$ cat config.mk
export PLATFORM = sky130hd
export DESIGN_NAME = uart_tx_fifo
export DESIGN_NICKNAME = d
export VERILOG_FILES = /design/src/rtl/uart_tx_fifo.sv
export SDC_FILE = /design/constraint.sdc
export NUM_CORES = 1
export LEC_CHECK = 0
export CAP_MARGIN = 20
export CORE_MARGIN = 5
export CORE_UTILIZATION = 37
export CTS_CLUSTER_DIAMETER = 30
export CTS_CLUSTER_SIZE = 14
export DETAILED_ROUTE_END_ITERATION = 8
export PLACE_DENSITY_LB_ADDON = 0.12
export SLEW_MARGIN = 20
export SYNTH_ARGS = -nofsm -noshare
export SYNTH_HDL_FRONTEND = slang
export SYNTH_SLANG_ARGS = --single-unit
$ cat constraint.sdc
create_clock -name clk -period 3.2 [get_ports clk]
set_input_delay 0.64 -clock clk [delete_from_list [all_inputs] [get_ports clk]]
set_output_delay 0.64 -clock clk [all_outputs]
set_load 0.02 [all_outputs]
$ cat src/rtl/uart_tx_fifo.sv
// UART transmitter with a small input FIFO and valid/ready handshake.
// A baud-tick counter in the clk domain times every bit; back-to-back frames leave no idle gap.
module uart_tx_fifo #(
  parameter int CLK_FREQ   = 27000000,
  parameter int BAUD_RATE  = 9600,
  parameter int DATA_BITS  = 8,
  parameter int PARITY     = 0,
  parameter int STOP_BITS  = 1,
  parameter int FIFO_DEPTH = 4
) (
  input  logic                          clk,
  input  logic                          rst_n,
  input  logic [DATA_BITS-1:0]          tx_data,
  input  logic                          tx_valid,
  output logic                          tx_ready,
  output logic                          tx,
  output logic                          busy,
  output logic [$clog2(FIFO_DEPTH):0]   fifo_count
);

  localparam int BAUD_DIV = CLK_FREQ / BAUD_RATE;
  localparam int BW       = (BAUD_DIV > 1) ? $clog2(BAUD_DIV) : 1;
  localparam int AW       = $clog2(FIFO_DEPTH);
  localparam int CW       = AW + 1;

  localparam logic [BW-1:0] BAUD_LAST = BW'(BAUD_DIV - 1);
  localparam logic [3:0]    DATA_LAST = 4'(DATA_BITS - 1);
  localparam logic [3:0]    STOP_LAST = 4'(STOP_BITS - 1);

  typedef enum logic [2:0] {
    S_IDLE,
    S_START,
    S_DATA,
    S_PARITY,
    S_STOP
  } state_t;

  logic [DATA_BITS-1:0] mem [FIFO_DEPTH];
  logic [AW-1:0]        wr_ptr;
  logic [AW-1:0]        rd_ptr;
  logic [DATA_BITS-1:0] head;
  logic                 push;
  logic                 pop;
  logic                 fifo_empty;
  logic                 baud_end;

  state_t               state;
  logic [BW-1:0]        baud_cnt;
  logic [3:0]           bit_idx;
  logic [DATA_BITS-1:0] shifter;
  logic                 parity_bit;

  assign tx_ready   = (fifo_count != CW'(FIFO_DEPTH));
  assign push       = tx_valid && tx_ready;
  assign fifo_empty = (fifo_count == '0);
  assign baud_end   = (baud_cnt == BAUD_LAST);
  assign head       = mem[rd_ptr];

  // Pop from IDLE, or on the last cycle of the final stop bit so the next start bit follows at once.
  always_comb begin
    // NOTE: every combinational output gets a default first so no path can infer a latch.
    pop = 1'b0;
    if (!fifo_empty) begin
      if (state == S_IDLE) begin
        pop = 1'b1;
      end else if (state == S_STOP && baud_end && bit_idx == STOP_LAST) begin
        pop = 1'b1;
      end
    end
  end

  // NOTE: the storage array carries no reset; only pointers and count define what is valid.
  always_ff @(posedge clk) begin
    if (push) begin
      mem[wr_ptr] <= tx_data;
    end
  end

  always_ff @(posedge clk or negedge rst_n) begin
    if (!rst_n) begin
      // NOTE: sequential state uses non-blocking assignments so every register updates from pre-edge values.
      wr_ptr     <= '0;
      rd_ptr     <= '0;
      fifo_count <= '0;
    end else begin
      if (push) begin
        wr_ptr <= wr_ptr + 1'b1;
      end
      if (pop) begin
        rd_ptr <= rd_ptr + 1'b1;
      end
      case ({push, pop})
        2'b10:   fifo_count <= fifo_count + 1'b1;
        2'b01:   fifo_count <= fifo_count - 1'b1;
        default: ;
      endcase
    end
  end

  // tx is registered and always reflects the bit of the state being entered.
  always_ff @(posedge clk or negedge rst_n) begin
    if (!rst_n) begin
      state      <= S_IDLE;
      baud_cnt   <= '0;
      bit_idx    <= '0;
      shifter    <= '0;
      parity_bit <= 1'b0;
      tx         <= 1'b1;
      busy       <= 1'b0;
    end else if (pop) begin
      state      <= S_START;
      baud_cnt   <= '0;
      bit_idx    <= '0;
      shifter    <= head;
      parity_bit <= (PARITY == 1) ? ~(^head) : (^head);
      tx         <= 1'b0;
      busy       <= 1'b1;
    end else begin
      baud_cnt <= baud_end ? '0 : baud_cnt + 1'b1;
      case (state)
        S_IDLE: begin
          baud_cnt <= '0;
          tx       <= 1'b1;
        end
        S_START: begin
          if (baud_end) begin
            state   <= S_DATA;
            bit_idx <= '0;
            tx      <= shifter[0];
          end
        end
        S_DATA: begin
          if (baud_end) begin
            if (bit_idx == DATA_LAST) begin
              bit_idx <= '0;
              if (PARITY != 0) begin
                state <= S_PARITY;
                tx    <= parity_bit;
              end else begin
                state <= S_STOP;
                tx    <= 1'b1;
              end
            end else begin
              shifter <= shifter >> 1;
              tx      <= shifter[1];
              bit_idx <= bit_idx + 1'b1;
            end
          end
        end
        S_PARITY: begin
          if (baud_end) begin
            state   <= S_STOP;
            bit_idx <= '0;
            tx      <= 1'b1;
          end
        end
        S_STOP: begin
          if (baud_end) begin
            if (bit_idx == STOP_LAST) begin
              state   <= S_IDLE;
              bit_idx <= '0;
              busy    <= 1'b0;
            end else begin
              bit_idx <= bit_idx + 1'b1;
            end
          end
        end
        default: begin
          state <= S_IDLE;
          tx    <= 1'b1;
          busy  <= 1'b0;
        end
      endcase
    end
  end

endmodule
==> metrics.cfg <==
[yosys]
synth.lib_cells_used.distinct = 54
synthArstFlopShare_pct = 52.9
postSynthAreaPerCell_um2 = 12.7
synth_edf_count = 32
yosys_most_used_dff = sky130_fd_sc_hd__dfrtp_1
mappedNetlistNets = 276
ffs_latches_synth = 68
post_synth_instance_area_um2 = 3240
post_synth_inst_count = 256
synth.yosys.warnings = 0
synth.yosys.seq_area_share_pct = 57.5

[power]
p_per_cell_area_nw_per_um2 = 798
leakagePower_uw = 0.00139
max-vdd-ir-drop_mv = 0.341
p_total_uw = 2960

[clock_tree]
clock_latency_ns = 0.35
cts_tree = built
tritoncts_num_sinks = 68
clock_tree.root_cell = sky130_fd_sc_hd__clkbuf_8
ctsLongestPathBuffers = 2
cts-htree-levels = 3
ctsResizeCount = 0
post-cts-setup-buffers = 0
clkSlewWorstSetupHoldPaths_ns = 0.08
numCtsBuffers = 9
cts_hold_bufs = 0

[cells_and_area]
nNetsFinal = 293
area_occupied_by_multi_input_gates_um2 = 1260
seqCellArea_um2 = 1860
n_antenna_cell = 0
area_growth_pct = 14.3
layoutNonFillerInstCount = 386
layout-drive-gt1-share_pct = 14.0
most_common_library_cell_in_the_layout_ignoring_fill_and_taps = sky130_fd_sc_hd__dfrtp_1
fill_cells = 835
layout_common_cells = sky130_fd_sc_hd__dfrtp_1 (35), sky130_fd_sc_hd__edfxtp_1 (32), sky130_fd_sc_hd__nor2_1 (15), sky130_fd_sc_hd__clkdlybuf4s50_1 (15), sky130_fd_sc_hd__nand3_1 (14)

[drt]
route.antenna.remaining_nets = 0
routed_wl_um = 6220
route.detailed.vias_per_inst = 5.24
drt_pass1_iterations = 5
drt-initial-drc-count = 42
num_vias = 2024
wl_per_cell_um = 16.1
drcViolationCount = 0

[critical_path]
critPathCaptureType = flop
startpoint_of_the_most_critical_register_to_register_path = bit_idx[0]$_DFFE_PN0P_
timing.critical_path.from_type = flop
r2r_end = fifo_count[2]$_DFFE_PN0P_
worst-path-max-fanout = 10
r2r_cells = 12
timing_worst_setup_path_type = flop to flop
worstPathArrival_ns = 3.03
worst_ep_required_time_ns = 3.48
timing.reg2reg.setup_slack_ns = 0.45

[floorplan]
dieArea_um2 = 10700
floorplan.die.height_um = 104
floorplan.rows = 34
floorplan.die.width_um = 104
core_um2 = 8640
initial_utilization_pct = 37.5
i_o_pins = 17

[timing]
report.final.slew_viol_count = 0
worst_slew_pin_slew_ns = 0.835
relSlewSlack_pct = 44.3
timing.final.crit_share_pct = 86.1
worst_hold_slack_ns = 0.381
maxClockFrequency_ghz = 0.363
min_period_ns = 2.75
hold_violations = 0
setup_total_negative_slack_ns = 0
report.final.setup_viol = 0
worst_clock_skew_ns = 0.0105
rsz0062_at_grt = false

[placement]
buffer_ports.inserted = 16
dp_cells = 370
gpl.final_weighted_congestion = 0.815
place.detailed.hpwl_um = 4200

[grt]
grt_start_max_net_pins = 37
antenna_found_initial = 0
gr-total-overflow = 0
grt_util_all_layers_pct = 12.1
grt_pass1_vias = 2084
grt_first_pass_wirelength_um = 10500

[outcome]
outcome = completed

[hold_path]
worst_min_delay_path_category = input port to asynchronous set/reset pin

[job]
max-cap-violations = 0

==> final cells by class <==
class,count,area share (%)
multi-input cells,164,34.0
inverters,10,1.01
well taps,108,3.65
clock inverters,7,2.67
flip-flops and latches,68,50.3
clock buffers,9,3.34
repair buffers,20,5.00
==> cells in the mapped netlist (3+ instances only) <==
cell / n / share of area [%]
sky130_fd_sc_hd__dfrtp_1: 35 / 27
sky130_fd_sc_hd__edfxtp_1: 32 / 30
sky130_fd_sc_hd__nor2_1: 15 / 1.7
sky130_fd_sc_hd__nand3_1: 14 / 2.2
sky130_fd_sc_hd__o21ai_0: 12 / 1.9
sky130_fd_sc_hd__xor2_1: 11 / 3.0
sky130_fd_sc_hd__inv_1: 10 / 1.2
sky130_fd_sc_hd__nor3_1: 9 / 1.4
sky130_fd_sc_hd__a21oi_1: 8 / 1.2
sky130_fd_sc_hd__ha_1: 8 / 3.1
sky130_fd_sc_hd__mux4_2: 8 / 5.6
sky130_fd_sc_hd__nand2_1: 8 / 0.93
sky130_fd_sc_hd__a31oi_1: 7 / 1.4
sky130_fd_sc_hd__and3_1: 5 / 0.97
sky130_fd_sc_hd__clkbuf_1: 5 / 0.58
sky130_fd_sc_hd__nand4_1: 5 / 0.97
sky130_fd_sc_hd__buf_2: 4 / 0.62
sky130_fd_sc_hd__nor3b_1: 4 / 0.93
sky130_fd_sc_hd__or3_1: 4 / 0.77
sky130_fd_sc_hd__xnor2_1: 4 / 1.1
sky130_fd_sc_hd__buf_6: 3 / 1.0
sky130_fd_sc_hd__nand3b_1: 3 / 0.69
sky130_fd_sc_hd__o211ai_1: 3 / 0.69
==> power breakdown <==
group | switching [µW] | internal, µW
sequential | 186 | 1150
combinational | 408 | 412
clock | 356 | 443
==> layer usage <==
layer	wire, µm	global-route usage (%)	vias up	share of wire, %
li1	-	-	994	-
met1	2940	15.5	999	47
met5	0	0	-	0
met4	105	5.06	0	1.7
met3	164	3.54	9	2.6
met2	3010	19.1	22	48
==> flip-flops by register name, indices dropped and copies added (netlist names) <==
name and flops:
baud_cnt 12, bit_idx 4, fifo_count 3, wr_ptr 2
state 3, rd_ptr 2, tx 1, shifter 8
busy 1, mem 32
==> worst max path at each step <==
stage / startpoint / to / cells past startpoint
5_1_grt: bit_idx[0]$_DFFE_PN0P_ / fifo_count[2]$_DFFE_PN0P_ / 12
6_report: bit_idx[0]$_DFFE_PN0P_ / fifo_count[2]$_DFFE_PN0P_ / 12
3_5_place_dp: bit_idx[0]$_DFFE_PN0P_ / fifo_count[2]$_DFFE_PN0P_ / 12
3_3_place_gp: bit_idx[0]$_DFFE_PN0P_ / fifo_count[2]$_DFFE_PN0P_ / 12
4_1_cts: bit_idx[0]$_DFFE_PN0P_ / fifo_count[2]$_DFFE_PN0P_ / 12
2_1_floorplan: bit_idx[0]$_DFFE_PN0P_ / fifo_count[2]$_DFFE_PN0P_ / 14
==> worst max-delay path, stage by stage (launching register included) <==
cell                       delay [ns]
sky130_fd_sc_hd__dfrtp_1         0.41
sky130_fd_sc_hd__inv_1           0.08
sky130_fd_sc_hd__ha_1            0.16
sky130_fd_sc_hd__or3b_1          0.38
sky130_fd_sc_hd__a211o_1         0.33
sky130_fd_sc_hd__nand2b_4        0.21
sky130_fd_sc_hd__inv_1           0.11
sky130_fd_sc_hd__ha_1            0.18
sky130_fd_sc_hd__inv_1           0.06
sky130_fd_sc_hd__fa_1            0.37
sky130_fd_sc_hd__xor2_1          0.15
sky130_fd_sc_hd__nor2_1          0.10
sky130_fd_sc_hd__xor2_1          0.15
==> stage by stage <==
stage / setup slack [ns] / utilization [%] / instance area [µm²]
after global routing: 0.277 / 42.9 / 3700
final: 0.446 / 42.9 / 3700
after floorplan: 0.347 / - / 3240
after CTS: 0.426 / 42.9 / 3700
after global placement: 0.482 / 40.3 / 3480
after detailed placement: 0.453 / 40.3 / 3480
==> logic make-up (layout without fill, tap and decap cells) <==
kind of cell / after synthesis / count (layout) / share of synthesized area [%]
and+or+nand+nor: 86 / 86 / 15.5
buffers and inverters: 24 / 46 / 3.63
adders and majority gates: 9 / 9 / 3.71
AOI/OAI and AO/OA: 44 / 44 / 9.27
muxes: 10 / 10 / 6.37
DFF: 68 / 68 / 57.5
xor gates and xnor gates: 15 / 15 / 4.05
Power figures use the tool's default switching activity.
